File: src/rtl/mem_access_pkg.sv
// Shared encodings for the load/store initiator: access sizes, FSM states and the default RAM limit.
package mem_access_pkg;

    localparam logic [1:0] SIZE_BYTE = 2'd0;
    localparam logic [1:0] SIZE_HALF = 2'd1;
    localparam logic [1:0] SIZE_WORD = 2'd2;
    localparam logic [1:0] SIZE_RSVD = 2'd3;

    localparam logic [31:0] ADDR_LIMIT_DEFAULT = 32'h0000_1000;

    typedef enum logic [2:0] {
        IDLE   = 3'd0,
        RD     = 3'd1,
        WR     = 3'd2,
        RMW_RD = 3'd3,
        RMW_WR = 3'd4,
        RESP   = 3'd5
    } state_t;

    // Bytes touched by an access; the reserved size is rejected elsewhere, so its value is arbitrary.
    function automatic logic [2:0] size_bytes(input logic [1:0] size);
        case (size)
            SIZE_BYTE: size_bytes = 3'd1;
            SIZE_HALF: size_bytes = 3'd2;
            default:   size_bytes = 3'd4;
        endcase
    endfunction

endpackage

File: src/rtl/mem_subword_align.sv
// Big-endian sub-word handling: extracts/extends load data and merges sub-word store data
// into the word read back from the RAM (byte at the access address is the MSB).
module mem_subword_align
    import mem_access_pkg::*;
(
    input  logic [1:0]  i_size,
    input  logic        i_unsigned,
    input  logic [31:0] i_rdata,
    input  logic [31:0] i_wdata,
    output logic [31:0] o_load_data,
    output logic [31:0] o_merge_data
);

    logic w_sign;

    always_comb begin
        o_load_data  = i_rdata;
        o_merge_data = i_wdata;
        w_sign       = 1'b0;
        case (i_size)
            SIZE_BYTE: begin
                w_sign       = !i_unsigned && i_rdata[31];
                o_load_data  = {{24{w_sign}}, i_rdata[31:24]};
                o_merge_data = {i_wdata[7:0], i_rdata[23:0]};
            end
            SIZE_HALF: begin
                w_sign       = !i_unsigned && i_rdata[31];
                o_load_data  = {{16{w_sign}}, i_rdata[31:16]};
                o_merge_data = {i_wdata[15:0], i_rdata[15:0]};
            end
            default: begin
                o_load_data  = i_rdata;
                o_merge_data = i_wdata;
            end
        endcase
    end

endmodule

File: src/rtl/mem_access_master.sv
// Single-outstanding load/store initiator for the big-endian 32-bit word RAM; sub-word stores use read-modify-write.
// Build option: define MISALIGN_TRAP_EN to reject misaligned half/word accesses with resp_err.
module mem_access_master
    import mem_access_pkg::*;
#(
    parameter logic [31:0] ADDR_LIMIT = ADDR_LIMIT_DEFAULT
) (
    input  logic        clk,
    input  logic        rst,
    input  logic        req_valid,
    output logic        req_ready,
    input  logic        req_write,
    input  logic [1:0]  req_size,
    input  logic        req_unsigned,
    input  logic [31:0] req_addr,
    input  logic [31:0] req_wdata,
    output logic        resp_valid,
    output logic [31:0] resp_rdata,
    output logic        resp_err,
    output logic [31:0] ram_address,
    output logic        ram_read_enable,
    output logic        ram_write_enable,
    output logic [31:0] ram_write_data,
    input  logic [31:0] ram_read_data
);

    state_t      r_state;
    state_t      w_state_next;

    logic        r_write;
    logic [1:0]  r_size;
    logic        r_unsigned;
    logic [31:0] r_addr;
    logic [31:0] r_wdata;
    logic        r_err;
    logic [31:0] r_merged;
    logic [31:0] r_load_data;

    logic        r_resp_valid;
    logic        r_resp_err;
    logic [31:0] r_resp_rdata;

    logic        w_accept;
    logic        w_req_err;
    logic        w_range_err;
    logic        w_misalign;
    logic [32:0] w_last_byte;
    logic [31:0] w_load_data;
    logic [31:0] w_merge_data;

    logic        w_ram_rd;
    logic        w_ram_wr;
    logic [31:0] w_ram_addr;
    logic [31:0] w_ram_wdata;

    assign req_ready = (r_state == IDLE) && !rst;
    assign w_accept  = req_valid && req_ready;

    // 33-bit end address so an access wrapping past 0xFFFFFFFF is caught as out of range.
    assign w_last_byte = {1'b0, req_addr} + {30'd0, size_bytes(req_size)} - 33'd1;
    assign w_range_err = w_last_byte > {1'b0, ADDR_LIMIT};

`ifdef MISALIGN_TRAP_EN
    assign w_misalign = ((req_size == SIZE_HALF) && req_addr[0]) ||
                        ((req_size == SIZE_WORD) && (req_addr[1:0] != 2'b00));
`else
    assign w_misalign = 1'b0;
`endif

    assign w_req_err = (req_size == SIZE_RSVD) || w_range_err || w_misalign;

    mem_subword_align u_align (
        .i_size       (r_size),
        .i_unsigned   (r_unsigned),
        .i_rdata      (ram_read_data),
        .i_wdata      (r_wdata),
        .o_load_data  (w_load_data),
        .o_merge_data (w_merge_data)
    );

    always_comb begin
        w_state_next = r_state;
        w_ram_rd     = 1'b0;
        w_ram_wr     = 1'b0;
        w_ram_addr   = 32'd0;
        w_ram_wdata  = 32'd0;
        case (r_state)
            IDLE: begin
                if (w_accept) begin
                    if (w_req_err)
                        w_state_next = RESP;
                    else if (!req_write)
                        w_state_next = RD;
                    else if (req_size == SIZE_WORD)
                        w_state_next = WR;
                    else
                        w_state_next = RMW_RD;
                end
            end
            RD: begin
                w_ram_rd     = 1'b1;
                w_ram_addr   = r_addr;
                w_state_next = RESP;
            end
            WR: begin
                w_ram_wr     = 1'b1;
                w_ram_addr   = r_addr;
                w_ram_wdata  = r_wdata;
                w_state_next = RESP;
            end
            RMW_RD: begin
                w_ram_rd     = 1'b1;
                w_ram_addr   = r_addr;
                w_state_next = RMW_WR;
            end
            RMW_WR: begin
                w_ram_wr     = 1'b1;
                w_ram_addr   = r_addr;
                w_ram_wdata  = r_merged;
                w_state_next = RESP;
            end
            RESP: begin
                w_state_next = IDLE;
            end
            default: begin
                w_state_next = IDLE;
            end
        endcase
    end

    always_ff @(posedge clk or posedge rst) begin
        if (rst) begin
            r_state      <= IDLE;
            r_write      <= 1'b0;
            r_size       <= 2'd0;
            r_unsigned   <= 1'b0;
            r_addr       <= 32'd0;
            r_wdata      <= 32'd0;
            r_err        <= 1'b0;
            r_merged     <= 32'd0;
            r_load_data  <= 32'd0;
            r_resp_valid <= 1'b0;
            r_resp_err   <= 1'b0;
            r_resp_rdata <= 32'd0;
        end else begin
            r_state <= w_state_next;

            // Response is registered out of RESP, so it lands in the following IDLE cycle.
            r_resp_valid <= (r_state == RESP);
            r_resp_err   <= (r_state == RESP) && r_err;
            r_resp_rdata <= ((r_state == RESP) && !r_err && !r_write) ? r_load_data : 32'd0;

            if (w_accept) begin
                r_write     <= req_write;
                r_size      <= req_size;
                r_unsigned  <= req_unsigned;
                r_addr      <= req_addr;
                r_wdata     <= req_wdata;
                r_err       <= w_req_err;
                r_load_data <= 32'd0;
            end

            if (r_state == RD)
                r_load_data <= w_load_data;

            if (r_state == RMW_RD)
                r_merged <= w_merge_data;
        end
    end

    assign resp_valid       = r_resp_valid;
    assign resp_err         = r_resp_err;
    assign resp_rdata       = r_resp_rdata;
    assign ram_address      = w_ram_addr;
    assign ram_read_enable  = w_ram_rd;
    assign ram_write_enable = w_ram_wr;
    assign ram_write_data   = w_ram_wdata;

endmodule
File: config.mk
export PLATFORM = sky130hd
export DESIGN_NAME = mem_access_master
export DESIGN_NICKNAME = d
export VERILOG_FILES = /design/src/rtl/mem_access_pkg.sv /design/src/rtl/mem_subword_align.sv /design/src/rtl/mem_access_master.sv
export SDC_FILE = /design/constraint.sdc
export NUM_CORES = 1
export LEC_CHECK = 0
export BUFFER_PORTS_ARGS = -buffer_cell sky130_fd_sc_hd__buf_2
export CAP_MARGIN = 20
export CORE_MARGIN = 3
export CORE_UTILIZATION = 56
export CTS_BUF_LIST = sky130_fd_sc_hd__clkbuf_16
export CTS_CLUSTER_DIAMETER = 150
export DETAILED_ROUTE_END_ITERATION = 7
export PLACE_DENSITY = 0.81
export SETUP_SLACK_MARGIN = 0.1
export SLEW_MARGIN = 5
export SYNTH_ARGS = -nofsm -noshare
export SYNTH_HDL_FRONTEND = slang
export SYNTH_SLANG_ARGS = --single-unit
File: constraint.sdc
create_clock -name clk -period 8 [get_ports clk]
set_input_delay 1.6 -clock clk [delete_from_list [all_inputs] [get_ports clk]]
set_output_delay 1.6 -clock clk [all_outputs]
set_load 0.02 [all_outputs]
==> impl_metrics.ini, run 1 <==
[route]
remaining_drc_errors = 0
routed_via_density = 5.89
wire_per_inst_um = 18.6
dr.pass1.iters = 5
ant_nets = 0
drtIter0Drc = 742
drt-total-wl_um = 29200
vias = 9272

[run]
maxCapViolCount = 0

[yosys]
synth_edf_count = 0
yosysWarnings = 0
async_reset_ff_share_pct = 100
synth_area_um2 = 9990
ys_ff_latch = 170
synth_ff_type = dfrtp_1
ys_types = 74
avgSynthCellArea_um2 = 8.50
ys_seq_area_share_pct = 42.6
syn_nets = 1314
syn_inst = 1176

[clock_tree]
cts_buffer_depth = 2
cts_made_buffers = 17
htreeDepth = 4
cts_sinks = 170
cts_resized = 0
clk_pin_slew_ns = 0.08
insertion_delay_ns = 0.44
root_buffer = clkbuf_16
hold_buffers = 0
cts_tree = done
postCtsSetupBuffers = 0

[placement]
gp_congestion = 0.913
dp_hpwl_um = 21700
io_buffers = 203
dp_slack_ns = 2.84

[final_layout]
area_growth_pct = 17.0
utilization_pct = 67.3
layout-drive-gt1-share_pct = 20.5
antenna_cells = 0
num-nets-final = 1473

[timing]
tightestPinTransition_ns = 1.04
clock_skew_ns = 0.0157
finalWorstSetupSlack_ns = 3.27
slew_violations = 0
fin_crit_sh_pct = 59.1
fmax_mhz = 211
finalSetupViolations = 0
slew_headroom_pct = 30.6
rsz0062_at_grt = false
period_minus_slack_ns = 4.73
tns_ns = 0
finalHoldViolations = 0

[floorplanning]
rows = 48
die_height_um = 140
ios = 204
core-area_um2 = 17400
start_util_pct = 57.6
die_w_um = 140
dieArea_um2 = 19500

[setup_path]
cp_max_fo = 9
critPathMaxStageDelay_ns = 0.39
cp.arrival_ns = 5.05
critPathRequiredTime_ns = 8.32
path_class = input pin to flip-flop
cp-start-kind = input pin
cpMaxStageDelayCell = fa_1
path_cells = buf_2 > or2_2 > ha_1 > inv_1 > ha_1 > inv_1 > fa_1 > nand2b_1 > a21oi_1 > o21ai_2 > a211oi_1 > or2_1 > mux2_1 > o31ai_1 > nor4b_2 > and3_1
end_kind = flip-flop

[pwr]
powerDensity_nw_per_um2 = 328
ir_drop_v = 0.000238
total_power_mw = 3.83
leakage_nw = 5.88

[grt]
grt_usage_pct = 29.7
grt_max_degree = 99
grt_pass1_vias = 8816
antenna_found_initial = 2
grt_pass1_wl_um = 46800
gr-total-overflow = 0

[min_path]
worstHoldPathType = flip-flop to flip-flop

[status]
outcome = completed
[power breakdown]
part / leakage [nW] / total (mW) / switching [mW] / internal (mW)
Combinational: 3.51 / 1.69 / 1.07 / 0.616
Clock: 0.278 / 0.809 / 0.394 / 0.415
Sequential: 2.10 / 1.34 / 0.198 / 1.14
Total: 5.88 / 3.83 / 1.66 / 2.17
[sequential cells by signal, summed over array words and instances, names as in the netlist]
signal       flops
r_err            1
r_wdata         32
resp_err         1
resp_rdata      32
r_state          3
r_addr          32
r_unsigned       1
resp_valid       1
r_size           2
r_load_data     32
r_write          1
r_merged        32
[layer usage]
| layer | global-route usage, % | vias up | routed length, um |
|---|---|---|---|
| li1 | - | 4405 | - |
| met1 | 41.8 | 4417 | 12700 |
| met2 | 46.9 | 390 | 13600 |
| met3 | 5.26 | 58 | 2090 |
| met4 | 9.89 | 2 | 858 |
| met5 | 0 | - | 11 |
[final cells by class]
| type | instances | area, um^2 |
|---|---|---|
| Clock inverter | 15 | 150 |
| Sequential cell | 170 | 4260 |
| Tap cell | 225 | 282 |
| Timing Repair Buffer | 213 | 1100 |
| Inverter | 49 | 189 |
| Clock buffer | 17 | 425 |
| Fill cell | 1427 | 5670 |
| Multi-Input combinational cell | 884 | 5290 |
[cells in the mapped netlist, types with 4 or more instances]
cell	number	area share (%)
mux2i_1	43	4.3
o2111ai_1	4	0.35
inv_1	48	1.8
clkbuf_1	57	2.1
nor3b_1	6	0.45
a22o_1	32	2.8
o21ai_1	5	0.25
xor2_1	6	0.53
a31oi_1	7	0.44
a21o_1	8	0.60
or2_2	4	0.25
ha_1	34	4.3
and3_1	5	0.31
o211ai_1	8	0.60
o31ai_1	4	0.30
nor3_1	10	0.50
nand2b_1	5	0.31
nor2b_1	55	3.4
xnor2_1	6	0.53
nand4_1	14	0.88
a21oi_1	82	4.1
dfrtp_1	170	43
nand3_1	27	1.4
o21a_1	8	0.60
a2111oi_0	4	0.35
o21ai_0	122	6.1
and2_1	37	2.3
a211oi_1	5	0.38
buf_2	11	0.55
nand2_1	216	8.1
nor2_1	64	2.4
[cell families (layout without fill, tap and decap cells)]
| kind of cell | Yosys count | after routing | share of synthesized area [%] |
|---|---|---|---|
| flip-flops | 170 | 170 | 42.6 |
| multiplexers | 46 | 46 | 4.64 |
| adder cells (fa/ha/maj) | 35 | 35 | 4.46 |
| AND/OR/NAND/NOR | 468 | 468 | 22.5 |
| AO/OA/AOI/OAI | 323 | 323 | 20.0 |
| buffers and inverters | 122 | 294 | 4.79 |
| XOR/XNOR | 12 | 12 | 1.05 |
[worst max-delay path, delay by kind of cell]
| kind | cells | cell delay, ns |
|---|---|---|
| compound gates | 4 | 1.10 |
| fa+ha+maj | 3 | 0.74 |
| buf+inv | 3 | 0.25 |
| mux | 1 | 0.34 |
| simple gates | 5 | 1.02 |
[placed cells by master, fill, tap and decap left out, drive strengths merged, types with 6 or more instances in the layout]
cell | netlist | final
nand2 | 216 | 216
buf | 16 | 213
dfrtp | 170 | 170
o21ai | 129 | 129
a21oi | 84 | 84
nor2 | 64 | 64
inv | 49 | 57
nor2b | 55 | 55
mux2i | 43 | 43
and2 | 37 | 37
ha | 34 | 34
a22o | 32 | 32
nand3 | 27 | 27
clkbuf | 57 | 17
nand4 | 14 | 14
nor3 | 10 | 10
o211ai | 8 | 8
o21a | 8 | 8
a21o | 8 | 8
a31oi | 8 | 8
a211oi | 7 | 7
nor3b | 7 | 7
xnor2 | 6 | 6
xor2 | 6 | 6
or2 | 6 | 6
[stage by stage]
stage	hold slack, ns	cell area [um^2]	instances
5_1_grt	0.497	11700	1573
4_1_cts	0.478	11700	1572
6_report	0.475	11700	1573
3_3_place_gp	0.454	11100	1540
3_5_place_dp	0.462	11100	1540
2_1_floorplan	0.442	9990	1176
[final timing paths]
| check | startpoint | to | slack [ns] | cells after the start |
|---|---|---|---|---|
| min reg2reg | r_addr[10] | r_addr[10] | 0.47 | 2 |
| max reg2reg | r_state[0] | r_addr[30] | 5.48 | 6 |
| min | r_addr[10] | r_addr[10] | 0.47 | 2 |
| max in group asynchronous | rst | r_wdata[30] | 5.13 | 3 |
| min in group asynchronous | rst | r_addr[10] | 1.36 | 2 |
| max | req_size[0] | r_state[1] | 3.27 | 16 |
Note: power is estimated with default switching activity, not from simulation.
==> run 2: changes to the inputs <==
- clock period: 8 -> 4.9 ns (I/O delays scaled with it)
==> run 2 against run 1 <==
  * Via count rose by 1.0%
  * Critical path depth did not move
  * Sequential share of layout area fell by 0.21 points
  * Worst setup slack got worse by 2.4 ns
  * Register-to-register slack got worse by 3.2 ns
  * Critical path type unchanged
  * Highest routed layer unchanged
==> impl_metrics.ini, run 2 (synthesis gave the netlist of run 1 again) <==
[final_layout]
area_growth_pct = 17.6
num-nets-final = 1474
final_cell_mix = nand2_1 (214), buf_2 (203), dfrtp_1 (169)
final_common_cell = nand2_1
utilization_pct = 67.7
antenna_cells = 0
layout-drive-gt1-share_pct = 20.5

[timing]
period_minus_slack_ns = 4.08
slew_violations = 0
fin_crit_sh_pct = 83.2
hold_slack_ns = 0.475
tightestPinTransition_ns = 1.00
slew_headroom_pct = 33.0
clock_skew_ns = 0.0103
finalHoldViolations = 0
finalSetupViolations = 0
tns_ns = 0
fmax_mhz = 245
rsz0062_at_grt = false

[clock_tree]
htreeDepth = 4
root_buffer = clkbuf_16
hold_buffers = 0
cts_made_buffers = 17
insertion_delay_ns = 0.43
cts_sinks = 170
cts_resized = 0
postCtsSetupBuffers = 0
cts_buffer_depth = 2
cts_tree = done
clk_pin_slew_ns = 0.08

[setup_path]
critPathRequiredTime_ns = 5.20
cp-start-kind = input pin
cp.arrival_ns = 4.38
cp_max_fo = 9
end_kind = flip-flop
path_class = input pin to flip-flop

[route]
ant_nets = 0
wire_per_inst_um = 19.1
drt-total-wl_um = 30000
remaining_drc_errors = 0
routed_via_density = 5.95
vias = 9369
dr.pass1.iters = 5
drtIter0Drc = 908

[placement]
gp_congestion = 0.905
io_buffers = 203
dp_hpwl_um = 22100

[grt]
grt_pass1_vias = 8788
antenna_found_initial = 1
grt_usage_pct = 30.3
grt_pass1_wl_um = 47400
grt_max_degree = 90
gr-total-overflow = 0

[pwr]
leakage_nw = 5.91
powerDensity_nw_per_um2 = 544
total_power_mw = 6.40
ir_drop_v = 0.000316

[floorplanning]
rows = 48
ios = 204
die_w_um = 140
dieArea_um2 = 19500
core-area_um2 = 17400
start_util_pct = 57.6
die_height_um = 140

[run]
maxCapViolCount = 0

[min_path]
worstHoldPathType = flip-flop to flip-flop

[status]
outcome = completed
[run 2: changes by cell type in the layout (fill, tap and decap cells not counted)]
cell / change
clkinv_2: -1
inv_6: -1
buf_12: +1
bufinv_16: +2
[run 2: critical path: stages]
cell and delay, ns:
buf_2 0.14, or2_2 0.30, ha_1 0.18, inv_1 0.05, ha_1 0.17, inv_1 0.06
fa_1 0.39, nand2b_1 0.20, a21oi_1 0.27, o21ai_2 0.22, o21ai_1 0.23, nand2b_1 0.15
a31oi_1 0.10, or3b_2 0.50, nor4_2 0.30, a21oi_1 0.11
[run 2: layer usage]
metal  share of wire [%]  vias up  GRT usage [%]  wire [um]
met5               0.043        -              0         13
met4                 3.1        2           9.89        918
met3                 7.2       63           5.29       2170
met2                  47      403           48.9      14100
met1                  43     4479           42.0      12800
li1                    -     4422              -          -
[run 2: where the power goes]
group	switching (mW)	internal, mW	total [mW]
Clock	0.648	0.782	1.43
Sequential	0.393	1.86	2.26
Combinational	1.71	1.00	2.71
Total	2.75	3.65	6.40
[run 2: layout make-up]
class	instances	area [um^2]
timing repair buffer	214	1120
clock buffer	17	425
sequential	170	4260
inverter	49	188
fill	1413	5600
tap	225	282
clock inverter	15	198
multi-input combinational	884	5290
[run 2: path summary, 6_finish.rpt]
check                      cells past startpoint   startpoint        endpoint  slack, ns
max                                           16  req_size[0]      r_state[0]       0.82
min                                            2   r_addr[20]      r_addr[20]       0.48
max reg2reg                                    6   r_state[0]      r_wdata[8]       2.30
min reg2reg                                    2   r_addr[20]      r_addr[20]       0.48
max in group asynchronous                      3          rst  resp_rdata[30]       3.09
min in group asynchronous                      2          rst      r_addr[12]       0.77
[run 2: stage by stage]
step,setup WS (ns),instances,instance area (um^2)
floorplan,0.921,1176,10000
global placement,0.512,1541,11100
detailed placement,0.405,1541,11100
CTS,0.857,1573,11700
global route,0.510,1574,11800
finish,0.824,1574,11800
